`src/rtl/vga_poswh_receiver_pkg.sv`:
```
// Shared definitions for the position/width-height receiver: packed word
// field positions and the pending-word FSM states.
package vga_poswh_receiver_pkg;

  localparam int unsigned X_HI = 63;
  localparam int unsigned X_LO = 48;
  localparam int unsigned Y_HI = 47;
  localparam int unsigned Y_LO = 32;
  localparam int unsigned W_HI = 31;
  localparam int unsigned W_LO = 16;
  localparam int unsigned H_HI = 15;
  localparam int unsigned H_LO = 0;

  typedef enum logic [1:0] {
    EMPTY = 2'd0,
    FULL  = 2'd1,
    DONE  = 2'd2
  } state_t;

endpackage

```
`src/rtl/vga_poswh_receiver_rect_hit_test.sv`:
```
// Combinational point-in-rectangle test. Right/bottom edges are formed
// 17 bits wide so a rectangle reaching 65535 never wraps.
module rect_hit_test (
  input  logic [15:0] px,
  input  logic [15:0] py,
  input  logic [15:0] x,
  input  logic [15:0] y,
  input  logic [15:0] w,
  input  logic [15:0] h,
  output logic        hit
);

  logic [16:0] xEnd;
  logic [16:0] yEnd;

  always_comb begin
    xEnd = {1'b0, x} + {1'b0, w};
    yEnd = {1'b0, y} + {1'b0, h};
    // Zero width or height gives an empty half-open interval, so no hit.
    hit  = (px >= x) && ({1'b0, px} < xEnd) &&
           (py >= y) && ({1'b0, py} < yEnd);
  end

endmodule

```
`src/rtl/vga_poswh_receiver.sv`:
```
// Display-side receiver: holds one pending rectangle word, commits it at
// vsync_start, and registers the per-pixel inside-rectangle result.
module vga_poswh_receiver
  import vga_poswh_receiver_pkg::*;
#(
  parameter int unsigned COORD_W = 10
) (
  input  logic               clock,
  input  logic               reset,
  input  logic [63:0]        poswh_in,
  input  logic               poswh_valid,
  output logic               poswh_ready,
  input  logic               vsync_start,
  output logic               commit_done,
  input  logic [COORD_W-1:0] pix_x,
  input  logic [COORD_W-1:0] pix_y,
  input  logic               pix_valid,
  output logic               in_rect,
  output logic [15:0]        act_x,
  output logic [15:0]        act_y,
  output logic [15:0]        act_w,
  output logic [15:0]        act_h
);

  state_t      state;
  state_t      stateNext;
  logic [63:0] pending;
  logic        accept;
  logic        loadActive;
  logic        hitComb;

  assign poswh_ready = (state != FULL);
  assign accept      = poswh_valid && poswh_ready;

  always_comb begin
    stateNext   = state;
    commit_done = 1'b0;
    loadActive  = 1'b0;
    unique case (state)
      EMPTY: if (accept) stateNext = FULL;
      FULL: begin
        if (vsync_start) begin
          loadActive = 1'b1;
          stateNext  = DONE;
        end
      end
      DONE: begin
        commit_done = 1'b1;
        stateNext   = accept ? FULL : EMPTY;
      end
      default: stateNext = EMPTY;
    endcase
  end

  always_ff @(posedge clock or posedge reset) begin
    if (reset) begin
      state   <= EMPTY;
      pending <= '0;
    end else begin
      state <= stateNext;
      if (accept) pending <= poswh_in;
    end
  end

  always_ff @(posedge clock or posedge reset) begin
    if (reset) begin
      act_x <= '0;
      act_y <= '0;
      act_w <= '0;
      act_h <= '0;
    end else if (loadActive) begin
      act_x <= pending[X_HI:X_LO];
      act_y <= pending[Y_HI:Y_LO];
      act_w <= pending[W_HI:W_LO];
      act_h <= pending[H_HI:H_LO];
    end
  end

  rect_hit_test uHit (
    .px (16'(pix_x)),
    .py (16'(pix_y)),
    .x  (act_x),
    .y  (act_y),
    .w  (act_w),
    .h  (act_h),
    .hit(hitComb)
  );

  always_ff @(posedge clock or posedge reset) begin
    if (reset) in_rect <= 1'b0;
    else       in_rect <= pix_valid && hitComb;
  end

endmodule

```
`config.mk`:
```
export PLATFORM = sky130hd
export DESIGN_NAME = vga_poswh_receiver
export DESIGN_NICKNAME = d
export VERILOG_FILES = /design/src/rtl/vga_poswh_receiver_pkg.sv /design/src/rtl/vga_poswh_receiver_rect_hit_test.sv /design/src/rtl/vga_poswh_receiver.sv
export SDC_FILE = /design/constraint.sdc
export NUM_CORES = 1
export LEC_CHECK = 0
export BUFFER_PORTS_ARGS = -buffer_cell sky130_fd_sc_hd__buf_2
export CORE_ASPECT_RATIO = 0.6
export CORE_MARGIN = 10
export CORE_UTILIZATION = 54
export DETAILED_ROUTE_END_ITERATION = 12
export MAX_ROUTING_LAYER = met4
export PLACE_DENSITY = 0.87
export SYNTH_ARGS = -nofsm -noshare
export SYNTH_HDL_FRONTEND = slang
export SYNTH_SLANG_ARGS = --single-unit
export TNS_END_PERCENT = 5
```
`constraint.sdc`:
```
create_clock -name clock -period 4.9 [get_ports clock]
set_input_delay 0.245 -clock clock [delete_from_list [all_inputs] [get_ports clock]]
set_output_delay 0.245 -clock clock [all_outputs]
set_load 0.1 [all_outputs]
```
==> metrics, run 1 <==
grt peak-use layer met2; EDFF count, synth 0; met3 global-route usage 0.05916; core area 12970 sq um; All-Layer GR Usage 0.2155; Area after DPL between 8000 and 9000 sq um; post-synth net total slightly below 900; final setup fails 0; Via-to-Cell Ratio 5.581; global routing usage on met1 0.3013; Synth Cell Area between 7000 and 8000 sq um; CP Cell Sequence ha_1 > a21oi_1 > o211ai_1 > a21oi_1 > o21ai_0 > a21o_1 > xnor2_1 > ha_1 > nor2_1 > a2111oi_0 > o211ai_1 > nor3_1 > nand4_1 > a311oi_1 > nor4_1; detailed-route via count slightly below 6000; fin nets 1037; violated checks hold timing; grt ovf 0; CTS max path bufs 2; area grow syn2layout 21.56%; post-route ant nets 0; post-DP HPWL approximately 14000 microns; flops & latches, synth around 130; Post-Syn Instances a little over 700; count of cell types in the netlist 47; vias in the first global route 5966; Slew Viols, Final 0; CP max FO 5; fin area approximately 8800 sq um; Rows 32; post-route minimum period ~3.6 ns; clk_lat worst skew between 0.4 and 0.5 ns; worst reg2reg path endpoint in_rect; largest net degree at the start of global routing ~90; fmax around 0.28 GHz; Die Wd 169.3 microns; multi-input logic area approximately 3700 sq um; CTS tree yes; WL/cell ~18 microns; Worst R2R Setup Slack roughly 1.3 ns; Die Y ~110 microns; sequential area share after synthesis 0.4541; Data arrival, critical path slightly below 4 ns; status finished with violations; storage element area approximately 3300 sq um; Ant. Diodes 0; clock sink total between 100 and 150; Rel. slew slack 0.4373; CTS root buffer clkbuf_16; drt drc 0; Initial Utilization 0.5565; slew at the pin closest to its max-slew limit approximately 0.84 ns; Worst path top cell family by delay compound AO/OA/AOI/OAI gates; final hold viol count 23; PortBufs roughly 160; skew final ~0.011 ns; Slowest Stage Delay on Critical Path just under 0.4 ns; share of layout cells above drive strength 1 0.2981; CTS resizes 0; Hold Buf Count CTS 0; YS warnings 0; post-CTS setup buffers 0; Setup CP Type reg -> reg; H-tree levels 4; first-pass GRT wire length around 31000 microns; Buf/Inv on CP 0; Worst-path clk slew approximately 0.060 ns; fraction of registers with async set or reset after synthesis 1.000; Filler cells slightly above 1000; Worst R2R Path Depth 15; Yosys top cell area share 0.4541; FF-to-FF Start act_x[4]; Startpoint Class register; commonest register cell after synthesis dfrtp_1; Initial DRT Pass Iterations 5; grt met2 use 0.3062; CP max-delay cell dfrtp_1; Syn Area/Cell ~10 sq um; setup TNS 0 ns; Hold Path Class in -> async; top post-synthesis cells by area dfrtp_1 (45%), ha_1 (12%), mux2_2 (10%); Iter 0 DRT Violations around 450; initial antenna violation count 0; total die area ~19000 sq um; WL final about 19000 microns; RSZ-0062 raised after global routing no; maxcap violations 0; Final Cycle Share 0.7331; CP Data Required Time 5.18 ns; num ports 156; final hold slack -0.03279 ns; cts bufs inserted 17; Worst Setup End Kind register; GP Congestion roughly 0.95; Yosys top cell by area dfrtp_1
[worst register-to-register path, cell delays in order (launching register included)]
cell and delay, ns:
dfrtp_1 0.39, ha_1 0.38, a21oi_1 0.29, o211ai_1 0.19, a21oi_1 0.24, o21ai_0 0.16, a21o_1 0.24, xnor2_1 0.13
ha_1 0.28, nor2_1 0.04, a2111oi_0 0.36, o211ai_1 0.17, nor3_1 0.16, nand4_1 0.10, a311oi_1 0.27, nor4_1 0.07
[final cells by class]
cell class | instances | share of cell area
Clock buffer | 19 | 0.05047
Clock inverter | 13 | 0.02238
Inverter | 40 | 0.01768
Multi-Input combinational cell | 527 | 0.4199
Sequential cell | 131 | 0.3735
Tap cell | 170 | 0.02424
Timing Repair Buffer | 159 | 0.09182
[synthesized netlist by cell type (3+ instances only)]
cell,n
mux2_2,64
o21ai_1,4
nand4_1,6
xor2_1,5
o21bai_1,5
a31oi_1,3
dfrtp_1,131
nand3_1,8
o211ai_1,5
xnor2_1,15
buf_1,3
a2111oi_0,5
nor2b_1,5
a211oi_1,10
nand2_1,175
a21oi_1,30
o21ai_0,41
clkbuf_1,23
nor4_1,3
a21o_1,17
nand2b_1,5
ha_1,70
inv_1,40
nor2_1,19
nor3_1,4
[worst max path at each step]
stage | startpoint | end | depth (start not counted)
floorplan | act_h[8] | in_rect | 15
global placement | act_y[8] | in_rect | 14
detailed placement | act_y[8] | in_rect | 14
CTS | act_y[8] | in_rect | 14
global route | act_x[1] | in_rect | 15
finish | act_x[4] | in_rect | 15
[sequential cells by signal, summed over array words and instances (netlist names)]
name,flops
in_rect,1
act_h,16
pending,64
act_x,16
act_w,16
act_y,16
state,2
[placed cells by master (no fill, tap or decap), types with 6 or more instances in the layout]
cell type    n
a21o_1      17
mux2_2      64
ha_1        70
dfrtp_1    131
a211oi_1    10
nand2_1    174
a21oi_1     30
inv_1       38
buf_2      155
xnor2_1     15
o21ai_0     41
nor2_1      19
nand4_1      6
clkbuf_16   17
nand3_1      8
[kinds of logic after synthesis]
logic type               Yosys count  synth area share
buffers and inverters             67           0.03587
flip-flops                       131            0.4541
adder cells (fa/ha/maj)           72            0.1269
AND/OR/NAND/NOR                  233            0.1340
multiplexers                      65            0.1012
AO/OA/AOI/OAI                    137            0.1237
XOR/XNOR                          20           0.02426
[metal layers]
metal	share of wire	wire (microns)
met5	0	0
met4	0.010	199
met3	0.077	1506
met2	0.42	8227
met1	0.49	9501
[through the flow]
stage / util / setup WS (ns) / cells
floorplan: - / 1.067 / 725
detailed placement: 0.6272 / 1.355 / 1027
global placement: 0.6272 / 1.483 / 1027
finish: 0.6765 / 1.308 / 1059
global route: 0.6765 / 0.9029 / 1059
CTS: 0.6765 / 1.346 / 1059
Power of run 1 is left out: the tool's default activity adds up to more than one toggle a clock period on the data nets, which glitch-free logic cannot reach.
==> inputs of run 2 (changes only) <==
- CORE_UTILIZATION: 54 -> 50
- PLACE_DENSITY: 0.87 -> 0.85
- clock period: 4.9 -> 3.1 ns (I/O delays scaled with it)
==> run 2 against run 1 <==
Effect of this change:
- die area is 6.8% higher
- maximum frequency is 17% higher
- design area is 15% higher
- clock skew is 0.0033 ns lower
- the flow now finishes without violations
- non-clock buffer count is 128 higher
- via count is 8.6% higher
- core utilization is 4.8 points higher
- hold slack better by 0.052 ns
- sequential share of layout area is 4.7 points lower
- global-route usage is 1.2 points higher
==> metrics, run 2 (synthesis results as in run 1) <==
Final Cycle Share 0.9912; clock sink total 131; GP Congestion 0.9135; Ant. Diodes 0; Startpoint Class register; CP max FO 3; Initial DRT Pass Iterations 5; Data arrival, critical path 3.38 ns; cts bufs inserted 17; fmax around 0.33 GHz; Initial Utilization 0.5204; WL final around 22000 microns; final std cells w/o fill between 1000 and 1500; CTS max path bufs 2; largest net degree at the start of global routing approximately 110; Rows 33; skew final just over 0.008 ns; Via-to-Cell Ratio ~5.3; setup TNS 0 ns; first-pass GRT wire length ~35000 microns; Rel. slew slack 0.5359; final setup fails 0; H-tree levels 4; most frequent cells in the layout nand2_1 (174), buf_2 (155), dfrtp_1 (130), buf_4 (66); Worst-path clk slew around 0.060 ns; grt ovf 0; Slew Viols, Final 0; CP Cell Sequence ha_2 > fa_2 > a21oi_4 > o221a_4 > o21ai_1 > xnor2_1 > ha_1 > and3_4 > a211oi_2 > o21ai_1 > a31oi_1 > nor3_1 > nand4_1 > a311oi_2 > nor4_1; largest reg by FF count pending; Slowest Stage Delay on Critical Path 0.38 ns; Filler cells 976; PortBufs roughly 160; global routing usage on met1 0.3040; CTS root buffer clkbuf_16; Die Y ~110 microns; placed insts about 1100; fin nets roughly 1200; drt drc 0; grt met2 use 0.3435; Iter 0 DRT Violations around 410; detailed-route via count ~6400; post-route minimum period 3.073 ns; max reg flops 64; slew at the pin closest to its max-slew limit a little under 0.7 ns; core area about 14000 sq um; most common cell after layout, fill and taps aside nand2_1; maxcap violations 0; Worst path most repeated cell o21ai_1; multi-input logic area 3846 sq um; All-Layer GR Usage 0.2273; clk_lat worst skew a little over 0.4 ns; storage element area around 3300 sq um; post-route ant nets 0; share of layout cells above drive strength 1 0.3461; RSZ-0062 raised after global routing yes; post-DP HPWL approximately 15000 microns; CTS tree yes; initial antenna violation count 0; total die area 19800 sq um; WL/cell approximately 18 microns; final hold viol count 0; status finished clean; Setup CP Type reg -> reg; grt peak-use layer met2; vias in the first global route around 6600; Finished Core Util 0.7244; Die Wd 175.1 microns; CP max-delay cell dfrtp_1; CP Data Required Time 3.41 ns; met3 global-route usage 0.05611; num ports roughly 160; area grow syn2layout 39.20%; Worst Setup End Kind register; Hold Path Class in -> reg
[run 2: path summary, 6_finish.rpt]
kind	from	to	slack, ns	cells past startpoint
hold / removal	poswh_valid	state[0]	0.02	3
setup / recovery	act_x[0]	in_rect	0.03	15
max in group asynchronous	reset	act_h[8]	1.83	4
min in group asynchronous	reset	pending[26]	0.33	3
hold reg to reg	pending[10]	act_h[10]	0.46	2
setup reg to reg	act_x[0]	in_rect	0.03	15
[run 2: metal layers]
layer | wire length, microns | share of wire
met1 | 10200 | 0.46
met4 | 229 | 0.010
met3 | 1599 | 0.073
met5 | 0 | 0
met2 | 9947 | 0.45
[run 2: area by class of cell]
type	count	share of cell area
Multi-Input combinational cell	527	0.3827
Sequential cell	131	0.3263
Timing Repair Buffer	287	0.1953
Clock buffer	19	0.04407
Tap cell	192	0.02390
Inverter	40	0.01531
Clock inverter	13	0.01233
[run 2: what timing repair did]
item / CTS / global route
hold endpoints to repair: 82 / 0
setup buffers: 8 / 1
hold buffers: 62 / 0
endpoints found under the setup margin: 1 / 1
resized for setup: 24 / 7
pin swaps: 27 / 11
[run 2: through the flow]
step | area, sq um | hold slack (ns) | worst slack (ns)
final | 10050 | 0.01958 | 0.02740
after global routing | 10050 | 0.01581 | -0.2387
after CTS | 10000 | 0.001839 | 0.001703
after detailed placement | 8637 | 0.2091 | -0.3591
after global placement | 8637 | 0.2029 | -0.1960
after floorplan | 7224 | 0.2441 | -0.7232
[run 2: worst max-delay path: cells and delay by family (launching register included)]
kind	cells	cell delay (ns)
compound gates	7	0.97
xor+xnor	1	0.15
fa+ha+maj	3	0.89
flops	1	0.38
simple gates	4	0.56
Power of run 2 is left out for the same reason.
==> inputs of run 3 (changes only) <==
- BUFFER_PORTS_ARGS: -buffer_cell sky130_fd_sc_hd__buf_2 -> -buffer_cell sky130_fd_sc_hd__buf_4
- SKIP_LAST_GASP: unset -> 1
==> run 3 against run 2 <==
Effect of this change:
- the flow now finishes with violations (setup timing)
- flip-flop and latch count is the same
- critical path depth grew 1
- via count grew 1.1%
- first-iteration DRC count shrank 1.7%
- global-route usage grew 0.33 points
- die area is the same
- sequential share of layout area shrank 1.0 points
- design area grew 3.3%
- core utilization grew 2.4 points
- final cell count grew 0.41%
- critical endpoint unchanged
==> metrics, run 3 (synthesis results as in run 1) <==
status finished with violations; violated checks setup timing; Initial DRT Pass Iterations 5; Setup CP Type reg -> reg; most frequent cells in the layout buf_4 (225), nand2_1 (174), dfrtp_1 (130), ha_1 (66), dlygate4sd3_1 (65); All-Layer GR Usage 0.2306; num ports around 160; Via-to-Cell Ratio around 5.3; Worst-path clk slew about 0.06 ns; GP Congestion roughly 0.91; most common cell after layout, fill and taps aside buf_4; skew final 0.01673 ns; clk_lat worst skew 0.42 ns; clock sink total between 100 and 150; Filler cells 900; CP max FO 2; Worst path top cell family by delay compound AO/OA/AOI/OAI gates; WL/cell between 15 and 20 microns; final hold viol count 0; final setup fails 1; slew at the pin closest to its max-slew limit roughly 0.83 ns; fmax between 0.3 and 0.4 GHz; total die area about 20000 sq um; final worst slack -0.01650 ns; maxcap violations 0; PortBufs about 160; Slowest Stage Delay on Critical Path 0.40 ns; Startpoint Class register; post-route minimum period approximately 3.1 ns; CTS max path bufs 2; FF-to-FF Start act_x[0]; Die Y between 100 and 150 microns; WL final around 23000 microns; Initial Utilization 0.5204; CTS root buffer clkbuf_16; H-tree levels 4; share of layout cells above drive strength 1 0.3415; drt drc 0; Slew Viols, Final 0; max reg flops 64; RSZ-0062 raised after global routing yes; Area after DPL 9020 sq um; Hold Path Class in -> reg; Iter 0 DRT Violations 400; largest net degree at the start of global routing 112; Final Cycle Share 1.005; CTS tree yes; CP Cell Sequence ha_2 > buf_4 > a21oi_4 > o211ai_1 > a21oi_2 > o21ai_1 > a21o_1 > xnor2_1 > ha_1 > nor2_1 > a2111oi_2 > o211ai_1 > nor3_1 > nand4_1 > a311oi_1 > nor4_1; area grow syn2layout 43.83%; post-DP HPWL 15590 microns; largest reg by FF count pending; Rel. slew slack 0.4461; Die Wd around 180 microns; fin nets about 1200; post-route ant nets 0; Buf/Inv on CP 1; final hold slack approximately 0.015 ns; initial antenna violation count 0; CP max-delay cell dfrtp_1; Critical path origin act_x[0]; CP Data Required Time between 3 and 4 ns; Data arrival, critical path 3.41 ns; Rows 33; vias in the first global route roughly 6700; core area around 14000 sq um; fin area about 10000 sq um; Worst path most repeated cell o211ai_1; Ant. Diodes 0; cts bufs inserted 17; grt ovf 0; first-pass GRT wire length between 30000 and 40000 microns; hold_sp poswh_in[30]; Worst Setup End Kind register; detailed-route via count 6487
-- run 3: cell types whose count changed in the layout (fill, tap and decap cells not counted), sizes merged --
cell	previous run	this run
dlygate4sd3	62	65
inv	44	41
buf	225	227
clkinvlp	4	6
bufinv	1	0
clkbuf	19	20
clkinv	4	5
-- run 3: area by class of cell --
type	instances	area [sq um]	share of cell area
Timing Repair Buffer	292	2380	0.2292
Tap cell	192	240.2	0.02314
Inverter	40	153.9	0.01482
Clock buffer	20	446.7	0.04302
Clock inverter	12	83.83	0.008073
Multi-Input combinational cell	527	3800	0.3659
Sequential cell	131	3279	0.3158
-- run 3: final timing paths --
check,end,slack (ns),cells past startpoint
min in group asynchronous,pending[25],0.33,3
max in group asynchronous,act_y[4],1.84,4
hold reg to reg,act_h[6],0.46,2
setup / recovery,in_rect,-0.02,16
setup reg to reg,in_rect,-0.02,16
hold / removal,pending[30],0.01,2
-- run 3: through the flow --
stage	util	setup slack, ns	TNS, ns	cells
floorplan	-	-0.7232	-0.7232	725
global placement	0.6502	-0.2022	-0.2022	1108
detailed placement	0.6502	-0.3235	-0.3235	1108
CTS	0.7459	0.01204	0	1212
global route	0.7485	-0.2877	-0.2877	1214
finish	0.7485	-0.01650	-0.01650	1214
-- run 3: repair_timing --
action | 4_1_cts | 5_1_grt
gates resized for setup | 22 | 4
endpoints found under the setup margin | 1 | 1
endpoints found under the hold margin | 84 | 0
cloned | 0 | 0
pin swaps | 22 | 10
buffers inserted | 7 | 2
hold buffers | 65 | 0
-- run 3: layer usage --
layer	part of all wire	wire length [microns]	track usage	vias to the layer above
li1	-	-	-	3077
met1	0.46	10450	0.3002	3135
met4	0.014	305	0.04724	0
met5	0	0	-	-
met3	0.071	1597	0.06574	30
met2	0.45	10150	0.3532	245
Power of run 3 is left out for the same reason.
